File: config.mk
export PLATFORM = sky130hd
export DESIGN_NAME = riscv_mmu_biu_arbiter
export DESIGN_NICKNAME = d
export VERILOG_FILES = /design/src/rtl/riscv_mmu_biu_arbiter.sv
export SDC_FILE = /design/constraint.sdc
export NUM_CORES = 1
export LEC_CHECK = 0
export ABC_AREA = 1
export CORE_MARGIN = 5
export CORE_UTILIZATION = 26
export CTS_CLUSTER_SIZE = 40
export DETAILED_ROUTE_END_ITERATION = 8
export HOLD_SLACK_MARGIN = 0.1
export PLACE_DENSITY_LB_ADDON = 0.2
export REMOVE_ABC_BUFFERS = 1
export SLEW_MARGIN = 10
export SYNTH_ARGS = -nofsm -noshare
export SYNTH_HDL_FRONTEND = slang
export SYNTH_SLANG_ARGS = --single-unit
File: constraint.sdc
create_clock -name clk_i -period 3 [get_ports clk_i]
set_clock_uncertainty 0.15 [all_clocks]
set_input_delay 0.3 -clock clk_i [delete_from_list [all_inputs] [get_ports clk_i]]
set_output_delay 0.3 -clock clk_i [all_outputs]
set_load 0.01 [all_outputs]
File: src/rtl/riscv_mmu_biu_arbiter.sv
// riscv_mmu_biu_arbiter: shares one BIU request path between the instruction (port 0) and data (port 1) MMU sides
//
// Ports
//   rst_ni, clk_i                          asynchronous active-low reset, clock
//   flush_i                                pipeline flush; drops an unlocked owner
//   reqN_i/adrN_i/sizeN_i/lockN_i/weN_i    requester N (0 = instruction, 1 = data)
//   ackN_o                                 acknowledge routed to the owning requester only
//   req_o/adr_o/size_o/lock_o/we_o         downstream request, muxed from the owner
//   ack_i                                  downstream acknowledge
//   gnt_o                                  one-hot owner {port1,port0}; 00 when idle
//
// Build option
//   RV_MMU_ARB_ROUNDROBIN_EN  defined: a tie goes to the port that did not own last.
//                             undefined: a tie always goes to port 1 (data).

package riscv_mmu_biu_pkg;
  typedef enum logic [2:0] {
    BYTE  = 3'd0,
    HWORD = 3'd1,
    WORD  = 3'd2,
    DWORD = 3'd3,
    QWORD = 3'd4
  } biu_size_t;
endpackage

module riscv_mmu_biu_arbiter
  import riscv_mmu_biu_pkg::*;
#(
  parameter int PLEN = 32
) (
  input  logic            rst_ni,
  input  logic            clk_i,
  input  logic            flush_i,
  input  logic            req0_i,
  input  logic [PLEN-1:0] adr0_i,
  input  biu_size_t       size0_i,
  input  logic            lock0_i,
  input  logic            we0_i,
  output logic            ack0_o,
  input  logic            req1_i,
  input  logic [PLEN-1:0] adr1_i,
  input  biu_size_t       size1_i,
  input  logic            lock1_i,
  input  logic            we1_i,
  output logic            ack1_o,
  output logic            req_o,
  output logic [PLEN-1:0] adr_o,
  output biu_size_t       size_o,
  output logic            lock_o,
  output logic            we_o,
  input  logic            ack_i,
  output logic [1:0]      gnt_o
);
  typedef enum logic [1:0] {IDLE, OWN0, OWN1} state_t;
  state_t state_q, state_d, other_st;
  logic last_q, last_d;
  logic pick1, owned, own1, own_req, own_lock, oth_req;
  always_comb begin
`ifdef RV_MMU_ARB_ROUNDROBIN_EN
    pick1 = ~last_q;
`else
    pick1 = 1'b1 | last_q;
`endif
  end
  assign owned    = (state_q == OWN0) || (state_q == OWN1);
  assign own1     = state_q == OWN1;
  assign own_req  = own1 ? req1_i : req0_i;
  assign own_lock = own1 ? lock1_i : lock0_i;
  assign oth_req  = own1 ? req0_i : req1_i;
  assign other_st = own1 ? OWN0 : OWN1;
  always_comb begin
    state_d = state_q;
    req_o   = 1'b0;
    adr_o   = '0;
    size_o  = BYTE;
    lock_o  = 1'b0;
    we_o    = 1'b0;
    ack0_o  = 1'b0;
    ack1_o  = 1'b0;
    gnt_o   = 2'b00;
    if (owned) begin
      // a locked owner is immune to flush until it completes an unlocked transfer
      req_o  = own_req & ~(flush_i & ~own_lock);
      adr_o  = own1 ? adr1_i : adr0_i;
      size_o = own1 ? size1_i : size0_i;
      lock_o = own_lock;
      we_o   = own1 ? we1_i : we0_i;
      ack0_o = ~own1 & ack_i & req0_i;
      ack1_o = own1 & ack_i & req1_i;
      gnt_o  = {own1, ~own1};
      if (!own_req || (flush_i && !own_lock))
        state_d = IDLE;
      else if (ack_i && !own_lock)
        state_d = oth_req ? other_st : IDLE;
    end else begin
      state_d = (req1_i && (!req0_i || pick1)) ? OWN1 : req0_i ? OWN0 : IDLE;
    end
  end
  assign last_d = (state_d != IDLE && state_d != state_q) ? (state_d == OWN1) : last_q;
  always_ff @(posedge clk_i or negedge rst_ni) begin
    if (!rst_ni) begin
      state_q <= IDLE;
      last_q  <= 1'b1;
    end else begin
      state_q <= state_d;
      last_q  <= last_d;
    end
  end
endmodule

==> flow_summary.ini <==
[die]
die_y_um = 66.74
pin_count = 122
coreArea_mm2 = 0.003078
std_cell_rows = 20
initial_utilization_pct = 27.20
die_w_um = 66.74
dieArea_mm2 = 0.004454

[cells_and_area]
reg_top3 = state_q (2)
stdcell_count = 322
syn2layout_area_growth_pct = 149.8
final_core_util_pct = 67.93
largest-register = state_q
largest_register_ffs = 2
fin_nets = 363
antenna_cells = 0
layout-drive-gt1-share_pct = 9.712
fill_cells = 273

[timing]
slew_viol_final = 0
hold_slack_ns = 0.3867
hold_viol_final = 0
rsz0062_at_grt = false
tns_ns = 0
worst_slew_pin_slew_ns = 0.3472
setup_viol = 0
clock.fmax_ghz = 0.3703
fin_crit_sh_pct = 90.02
min_period_ns = 2.701
slew_headroom_pct = 76.85

[clock_network]
clk_path_buf_depth = 2
numCtsBuffers = 3
clkSinkCount = 2
clock_latency_ns = 0.22
clkTransAtPathRegs_ns = 0.03
cts_resized = 0
htreeDepth = 1
root_buffer = clkbuf_4
cts_tree = done
post_cts_buffers = 0

[worst_setup_path]
worstPathRequired_ns = 2.55
r2r_start = state_q[0]$_DFFE_PN0P_
cp.depth = 7
arrival_ns = 2.25
worstSetupPathType = reg2out
path_delay_family = buffers and inverters
crit_path_start_kind = flop
r2r_cells = 7
cp_slowest_cell = clkdlybuf4s50_1
crit_buf_inv = 4
worstSetupEndpointType = output port
max_stage_delay_ns = 0.55
crit_chain = inv_1 -> ha_1 -> inv_1 -> buf_4 -> o21ai_0 -> nor2_1 -> clkdlybuf4s50_1
critPathMaxFanout = 40
cp-startpoint = state_q[0]$_DFFE_PN0P_
path_common_cell = inv_1

[detailed_routing]
first_pass_iters = 4
ant_nets = 0
vias = 1399
drcViolationCount = 0
routed_via_density = 4.345
wl_per_cell_um = 12.89
wirelength_mm = 4.152
drt-initial-drc-count = 61

[grt]
grt_pass1_vias = 1405
grt_use_total_pct = 18.62
grt_max_degree = 41
grt_pass1_wl_mm = 6.506
grt_overflow_total = 0
antenna_found_initial = 0

[synthesis]
synth_top_cell_area_share_pct = 28.25
synth_edf_count = 0
synth_most_common_cell = nor2_1
synth.distinct_cells = 21
synthTopCellsByCount = 63 x nor2_1, 36 x o21ai_0, 14 x nand2_1, 13 x nor2_2
synth-seq-cells = 2
synth_top_area_cell = nor2_1
syn_area_um2 = 837.1
ys_warn_count = 0
synth_seq_area_share_pct = 5.979
synth.avg_cell_area_um2 = 5.232
syn_inst = 160
ys_top_cells_by_area = nor2_1 28%, o21ai_0 22%, nor2_2 9.7%, nand2_1 6.3%, dfrtp_1 6.0%
async_flop_share_pct = 100.0
synth_flop_cell = dfrtp_1

[hold_path]
hold_depth = 2
hold_path.startpoint = state_q[0]$_DFFE_PN0P_
hold_class = reg2reg

[power]
leakagePower_nw = 0.8690
power.density_mw_per_mm2 = 949.2
ir_drop_v = 0.0006491
total_power_w = 0.001985

[status]
status = finished clean

[place]
dp.final_hpwl_mm = 3.310
place.gp.congestion = 0.8424
dp.cells = 318
io_buffers = 121

[run]
maxCapViolations = 0
[path summary, 6_finish.rpt]
kind                                     endpoint  slack, ns
max                                      adr_o[4]       0.30
min                        state_q[0]$_DFFE_PN0P_       0.39
max reg2reg                state_q[1]$_DFFE_PN0P_       1.22
min reg2reg                state_q[0]$_DFFE_PN0P_       0.39
max in group asynchronous  state_q[1]$_DFFE_PN0P_       1.93
min in group asynchronous  state_q[0]$_DFFE_PN0P_       0.64
[metal layers]
layer / vias up / global-route usage [%] / part of all wire, %
li1: 749 / - / -
met1: 575 / 20.18 / 38
met2: 67 / 33.91 / 49
met3: 8 / 6.071 / 11
met4: 0 / 5.584 / 2.7
met5: - / 0 / 0
[layout by cell type, fill, tap and decap left out, types with 2 or more instances in the layout]
master,netlist,layout
clkdlybuf4s50_1,0,121
nor2_1,63,63
o21ai_0,36,36
nand2_1,14,14
nor2_2,13,13
inv_1,5,5
buf_4,0,5
ha_1,3,3
clkbuf_4,0,3
nand2_4,2,2
nand4_1,2,2
nand3_1,2,2
dfrtp_1,2,2
[kinds of logic (layout without fill, tap and decap cells)]
logic type / count (synthesis) / in the layout / synth area share (%)
flops: 2 / 2 / 5.979
simple gates: 100 / 100 / 54.56
compound gates: 37 / 37 / 22.12
buf+inv: 18 / 136 / 12.85
fa+ha+maj: 3 / 3 / 4.485
[where the power goes]
part	switching, W	leakage (nW)	total [W]	internal, W
Clock	0.0000147	0.0138	0.0000587	0.0000441
Sequential	0.0000125	0.0257	0.0000523	0.0000398
Combinational	0.000935	0.829	0.00187	0.000939
Total	0.000962	0.869	0.00198	0.00102
[per-stage QoR]
step	instance area [um^2]	worst slack (ns)
final	2091	0.2993
after global routing	2091	0.1367
after CTS	2091	0.3111
after detailed placement	2058	0.5594
after global placement	2058	0.5485
after floorplan	754.5	0.6436
[worst reg2reg max path: cells and delay by family (launching register included)]
| family | cells | cell delay [ns] |
|---|---|---|
| and+or+nand+nor | 3 | 0.33 |
| buffers and inverters | 3 | 0.48 |
| adders and majority gates | 1 | 0.34 |
| DFF | 1 | 0.37 |
[cell type report]
type                       count  area [um^2]  area share (%)
clock buffer                   3        22.52           1.077
sequential                     2        50.05           2.394
timing repair buffer         127         1259           60.20
tap                           44        55.05           2.633
multi-input combinational    140        679.4           32.50
inverter                       6        25.02           1.197
[timing repair]
| action | CTS | global route |
|---|---|---|
| endpoints found under the setup margin | 0 | 0 |
| hold buffers | 1 | 0 |
| hold endpoints to repair | 2 | 0 |
(Power assumes the default switching activity.)
